<file path="src/rtl/stack_ctrl_if.sv">
// Request/response channel between a stack client and stack_ctrl.
// The client holds req_valid until req_ready; done/err/rdata report completion.
interface stack_ctrl_if #(
    parameter int DATA_W = 32
);
    logic              req_valid;
    logic              req_op;
    logic [DATA_W-1:0] req_data;
    logic              req_ready;
    logic              done;
    logic              err;
    logic [DATA_W-1:0] rdata;

    modport master (
        output req_valid, req_op, req_data,
        input  req_ready, done, err, rdata
    );

    modport slave (
        input  req_valid, req_op, req_data,
        output req_ready, done, err, rdata
    );
endinterface

</file>
<file path="src/rtl/stack_ctrl.sv">
// LIFO sequencer over an external up/down counter (sp) and a synchronous RAM.
// Latency accept->done: push 2, pop 4, error 1; req_ready only in IDLE, requests elsewhere are dropped.
module stack_ctrl #(
    parameter int WIDTH  = 10,
    parameter int DATA_W = 32
) (
    input  logic              clk,
    input  logic              rst,
    stack_ctrl_if.slave       req,
    input  logic [WIDTH-1:0]  sp,
    output logic              ctr_en,
    output logic              ctr_dir,
    output logic [WIDTH-1:0]  mem_addr,
    output logic [DATA_W-1:0] mem_wdata,
    output logic              mem_we,
    output logic              mem_re,
    input  logic [DATA_W-1:0] mem_rdata,
    output logic              full,
    output logic              empty,
    output logic [WIDTH:0]    occ
);

    typedef enum logic [2:0] {
        IDLE,
        PUSH,
        POP_INC,
        POP_RD,
        POP_CAP,
        RESP
    } state_t;

    localparam logic [WIDTH:0] OCC_MAX = {1'b1, {WIDTH{1'b0}}};

    state_t            state;
    logic [WIDTH:0]    occ_q;
    logic [DATA_W-1:0] rdata_q;
    logic [DATA_W-1:0] wdata_q;
    logic              done_q;
    logic              err_q;
    logic              ctr_en_q;
    logic              ctr_dir_q;
    logic              mem_we_q;
    logic              mem_re_q;

    assign full          = (occ_q == OCC_MAX);
    assign empty         = (occ_q == '0);
    assign occ           = occ_q;
    assign mem_addr      = sp;
    assign mem_wdata     = wdata_q;
    assign mem_we        = mem_we_q;
    assign mem_re        = mem_re_q;
    assign ctr_en        = ctr_en_q;
    assign ctr_dir       = ctr_dir_q;
    assign req.req_ready = (state == IDLE);
    assign req.done      = done_q;
    assign req.err       = err_q;
    assign req.rdata     = rdata_q;

    // Strobes default low each cycle and are raised on the transition into
    // the state that owns them, so they are high exactly while in that state.
    always_ff @(posedge clk or negedge rst) begin
        if (!rst) begin
            state     <= IDLE;
            occ_q     <= '0;
            rdata_q   <= '0;
            wdata_q   <= '0;
            done_q    <= 1'b0;
            err_q     <= 1'b0;
            ctr_en_q  <= 1'b0;
            ctr_dir_q <= 1'b0;
            mem_we_q  <= 1'b0;
            mem_re_q  <= 1'b0;
        end else begin
            ctr_en_q <= 1'b0;
            mem_we_q <= 1'b0;
            mem_re_q <= 1'b0;
            done_q   <= 1'b0;
            err_q    <= 1'b0;
            case (state)
                IDLE: begin
                    if (req.req_valid) begin
                        if (req.req_op ? full : empty) begin
                            state  <= RESP;
                            done_q <= 1'b1;
                            err_q  <= 1'b1;
                        end else if (req.req_op) begin
                            state     <= PUSH;
                            wdata_q   <= req.req_data;
                            mem_we_q  <= 1'b1;
                            ctr_en_q  <= 1'b1;
                            ctr_dir_q <= 1'b0;
                        end else begin
                            state     <= POP_INC;
                            ctr_en_q  <= 1'b1;
                            ctr_dir_q <= 1'b1;
                        end
                    end
                end
                PUSH: begin
                    occ_q  <= occ_q + 1'b1;
                    state  <= RESP;
                    done_q <= 1'b1;
                end
                POP_INC: begin
                    // sp has moved to the top entry by the time POP_RD reads it
                    occ_q    <= occ_q - 1'b1;
                    state    <= POP_RD;
                    mem_re_q <= 1'b1;
                end
                POP_RD: begin
                    state <= POP_CAP;
                end
                POP_CAP: begin
                    rdata_q <= mem_rdata;
                    state   <= RESP;
                    done_q  <= 1'b1;
                end
                RESP: begin
                    state <= IDLE;
                end
                default: begin
                    state <= IDLE;
                end
            endcase
        end
    end

endmodule
</file>
<file path="src/flat_wrapper.sv">
// flat-port wrapper written by rule: the top's interface ports become plain ports
module stack_ctrl_flat 
#(
    parameter int WIDTH  = 10,
    parameter int DATA_W = 32
)
  (clk, rst, sp, ctr_en, ctr_dir, mem_addr, mem_wdata, mem_we, mem_re, mem_rdata, full, empty, occ, req_req_valid, req_req_op, req_req_data, req_req_ready, req_done, req_err, req_rdata);
  stack_ctrl_if #(.DATA_W(DATA_W)) req_i ();
  input  logic clk;
  input  logic rst;
  input  logic [WIDTH-1:0] sp;
  output logic ctr_en;
  output logic ctr_dir;
  output logic [WIDTH-1:0] mem_addr;
  output logic [DATA_W-1:0] mem_wdata;
  output logic mem_we;
  output logic mem_re;
  input  logic [DATA_W-1:0] mem_rdata;
  output logic full;
  output logic empty;
  output logic [WIDTH:0] occ;
  input wire logic [$bits(req_i.req_valid)-1:0] req_req_valid;
  input wire logic [$bits(req_i.req_op)-1:0] req_req_op;
  input wire logic [$bits(req_i.req_data)-1:0] req_req_data;
  output wire logic [$bits(req_i.req_ready)-1:0] req_req_ready;
  output wire logic [$bits(req_i.done)-1:0] req_done;
  output wire logic [$bits(req_i.err)-1:0] req_err;
  output wire logic [$bits(req_i.rdata)-1:0] req_rdata;
  assign req_i.req_valid = req_req_valid;
  assign req_i.req_op = req_req_op;
  assign req_i.req_data = req_req_data;
  assign req_req_ready = req_i.req_ready;
  assign req_done = req_i.done;
  assign req_err = req_i.err;
  assign req_rdata = req_i.rdata;
  stack_ctrl #(.WIDTH(WIDTH), .DATA_W(DATA_W)) u_core (.clk(clk), .rst(rst), .req(req_i), .sp(sp), .ctr_en(ctr_en), .ctr_dir(ctr_dir), .mem_addr(mem_addr), .mem_wdata(mem_wdata), .mem_we(mem_we), .mem_re(mem_re), .mem_rdata(mem_rdata), .full(full), .empty(empty), .occ(occ));
endmodule
</file>
<file path="config.mk">
export PLATFORM = sky130hd
export DESIGN_NAME = stack_ctrl_flat
export DESIGN_NICKNAME = d
export VERILOG_FILES = /design/src/rtl/stack_ctrl_if.sv /design/src/rtl/stack_ctrl.sv /design/src/flat_wrapper.sv
export SDC_FILE = /design/constraint.sdc
export NUM_CORES = 1
export LEC_CHECK = 0
export ABC_CLOCK_PERIOD_IN_PS = 7400
export CAP_MARGIN = 20
export CELL_PAD_IN_SITES_DETAIL_PLACEMENT = 0
export CELL_PAD_IN_SITES_GLOBAL_PLACEMENT = 1
export CORE_ASPECT_RATIO = 0.7
export CORE_UTILIZATION = 35
export CTS_BUF_LIST = sky130_fd_sc_hd__clkbuf_8
export CTS_CLUSTER_DIAMETER = 30
export CTS_CLUSTER_SIZE = 8
export DETAILED_ROUTE_END_ITERATION = 8
export GPL_TIMING_DRIVEN = 1
export PLACE_DENSITY_LB_ADDON = 0.1
export SYNTH_ARGS = -nofsm -noshare
export SYNTH_HDL_FRONTEND = slang
export SYNTH_SLANG_ARGS = --single-unit
export TNS_END_PERCENT = 10
</file>
<file path="constraint.sdc">
create_clock -name clk -period 7.4 [get_ports clk]
set_clock_uncertainty 0.1 [all_clocks]
set_input_delay 1.48 -clock clk [delete_from_list [all_inputs] [get_ports clk]]
set_output_delay 1.48 -clock clk [all_outputs]
set_load 0.01 [all_outputs]
</file>
==> flow_metrics.tcl <==
set metrics [dict create \
    status "finished clean" \
    total_power_mw 2.18 \
    synth_ff_type "dfrtp_1" \
    syn_area_per_cell_um2 13.1 \
    wl_per_cell_um 15.2 \
    fin_setup_tns_ps 0 \
    synth_edf_count 0 \
    startpoint_type "register" \
    synth_nets 377 \
    setup.worst_path.class "register to output pin" \
    worst_pin_slew_ps 665 \
    routed_wl_um 8660 \
    routed-via-count 2745 \
    coreArea_um2 10400 \
    crit_path_end_kind "output pin" \
    final_util 0.533 \
    slowest_stage "clkdlybuf4s50_1" \
    gr-total-overflow 0 \
    antenna_found_initial 0 \
    detailed_place_hpwl_um 6120 \
    r2r_end "u_core.occ[8]$_DFFE_PN0P_" \
    slowest_delay_ps 580 \
    setup_viol 0 \
    drt_iter0_markers 75 \
    clk_latency_ps 360 \
    mostFrequentLayoutCells "150 x clkdlybuf4s50_1, 84 x dfrtp_1, 61 x mux2_2" \
    drive_gt1_frac 0.197 \
    post_cts_buffers 0 \
    drv_slew 0 \
    path_max_fanout 4 \
    muxShareOfSynthArea 0.199 \
    synth_xor_area_frac 0.0162 \
    row_count 31 \
    crit_chain "nor4_1 -> nand3_1 -> nor2_1 -> clkdlybuf4s50_1" \
    gp_congestion 0.751 \
    num_io_pins 172 \
    synth_compound_gate_area_share 0.0662 \
    yosysWarnings 0 \
    post_cts_resized 0 \
    post-route-min-period_ps 3790 \
    synthAdderAreaFrac 0.0351 \
    maxCapViolCount 0 \
    clkSlewWorstSetupHoldPaths_ps 80 \
    clock.fmax_mhz 264 \
    cts-htree-levels 3 \
    ys_ff_latch 84 \
    layout_commonest_cell "clkdlybuf4s50_1" \
    io_buffers 151 \
    netlist_area_um2 3780 \
    die_w_um 126 \
    cts_made_buffers 9 \
    synth-simple-area-share 0.0798 \
    cts.sinks 84 \
    finalHoldViolCount 0 \
    area_growth_pct 47.1 \
    synth_top_family_by_area "multiplexers" \
    n_antenna_cell 0 \
    hold_path_depth 1 \
    worstSetupStartpoint "u_core.occ[4]$_DFFE_PN0P_" \
    period_share 0.512 \
    die_h_um 88.9 \
    rsz0062_at_grt "false" \
    slew_headroom 0.557 \
    grt_pass1_vias 2549 \
    r2r-start "u_core.state[0]$_DFFE_PN0P_" \
    holdCritPathClass "register to register" \
    power_leakage_nw 2.31 \
    worstPathArrival_ps 2210 \
    clock-root-buffer "clkbuf_8" \
    critPathRequiredTime_ps 5820 \
    ir_drop_uv 154 \
    drtPass1Iterations 4 \
    grt_start_max_net_pins 85 \
    crit_buf_inv 1 \
    tritoncts "done" \
    critPathTopFamily "simple AND/OR/NAND/NOR gates" \
    drc 0 \
    initial_utilization 0.362 \
    hold_start "u_core.mem_wdata[14]$_DFFE_PN0P_" \
    synth-seq-area-share 0.556 \
    reg2reg_slack_ps 4320 \
    grt_usage 0.157 \
    hold_buffers 0 \
    yosysUniqueCellTypes 45 \
    finalNetCount 520 \
    grt_pass1_wl_um 13400 \
    viasPerCell 4.82 \
    die-area_um2 11200 \
    powerDensity_nw_per_um2 393 \
    clockBufferDepth 2 \
    synthCells 289 \
    ant_nets 0 \
    rr_worst_depth 9 \
    async_reset_ff_frac 1.00 \
    holdPathEnd "u_core.mem_wdata[14]$_DFFE_PN0P_" \
]
[Yosys cell counts (all sizes together), types with 5 or more instances]
| cell | n | share of area |
|---|---|---|
| dfrtp | 84 | 0.56 |
| mux2 | 65 | 0.19 |
| buf | 18 | 0.037 |
| nand2 | 14 | 0.015 |
| a21oi | 12 | 0.016 |
| nor2 | 11 | 0.012 |
| o21ai | 10 | 0.013 |
| ha | 9 | 0.030 |
| inv | 6 | 0.0060 |
| o31ai | 5 | 0.0099 |
| xor2 | 5 | 0.012 |
[metrics by stage]
step	area [µm²]	instances	hold WS (ps)	setup slack (ps)
floorplan	3780	289	429	4220
global placement	5320	552	369	3640
detailed placement	5320	552	374	3630
CTS	5530	568	393	3570
global route	5560	569	417	3490
finish	5560	569	390	3610
[kinds of logic after synthesis]
logic type                 after synthesis
and+or+nand+nor                         53
DFF                                     84
AOI/OAI and AO/OA                       40
xor gates and xnor gates                 7
buffers and inverters                   28
adders and majority gates               10
muxes                                   67
[power breakdown]
group / internal (mW) / switching, mW / total [mW]
combinational: 0.631 / 0.405 / 1.04
sequential: 0.673 / 0.133 / 0.807
clock: 0.175 / 0.167 / 0.342
total: 1.48 / 0.705 / 2.18
[flip-flops by register name (all words and copies together), names as in the netlist]
| register | cells |
|---|---|
| u_core.mem_we | 1 |
| u_core.mem_wdata | 32 |
| u_core.ctr_dir | 1 |
| u_core.occ | 11 |
| u_core.req.done | 1 |
| u_core.req.err | 1 |
| u_core.ctr_en | 1 |
| u_core.req.rdata | 32 |
| u_core.state | 3 |
| u_core.mem_re | 1 |
[area by class of cell]
cell class | instances | area, µm²
Timing Repair Buffer | 154 | 1550
Fill cell | 935 | 4880
Sequential cell | 84 | 2100
Clock inverter | 5 | 60.1
Inverter | 6 | 22.5
Tap cell | 132 | 165
Clock buffer | 11 | 151
Multi-Input combinational cell | 177 | 1500
[worst max path at each step]
| stage | endpoint | slack [ps] | cells past startpoint |
|---|---|---|---|
| floorplan | mem_addr[0] | 4220 | 1 |
| global placement | u_core.mem_wdata[7]$_DFFE_PN0P_ | 3640 | 5 |
| detailed placement | u_core.mem_wdata[29]$_DFFE_PN0P_ | 3630 | 5 |
| CTS | empty | 3570 | 4 |
| global route | empty | 3490 | 4 |
| finish | empty | 3610 | 4 |
[routing by layer]
| metal | global-route usage | part of all wire | up-vias |
|---|---|---|---|
| li1 | - | - | 1299 |
| met1 | 0.219 | 0.48 | 1314 |
| met2 | 0.219 | 0.42 | 122 |
| met3 | 0.0646 | 0.086 | 10 |
| met4 | 0.0559 | 0.013 | 0 |
| met5 | 0 | 0 | - |
No activity file was read; power rests on OpenSTA's default activity.
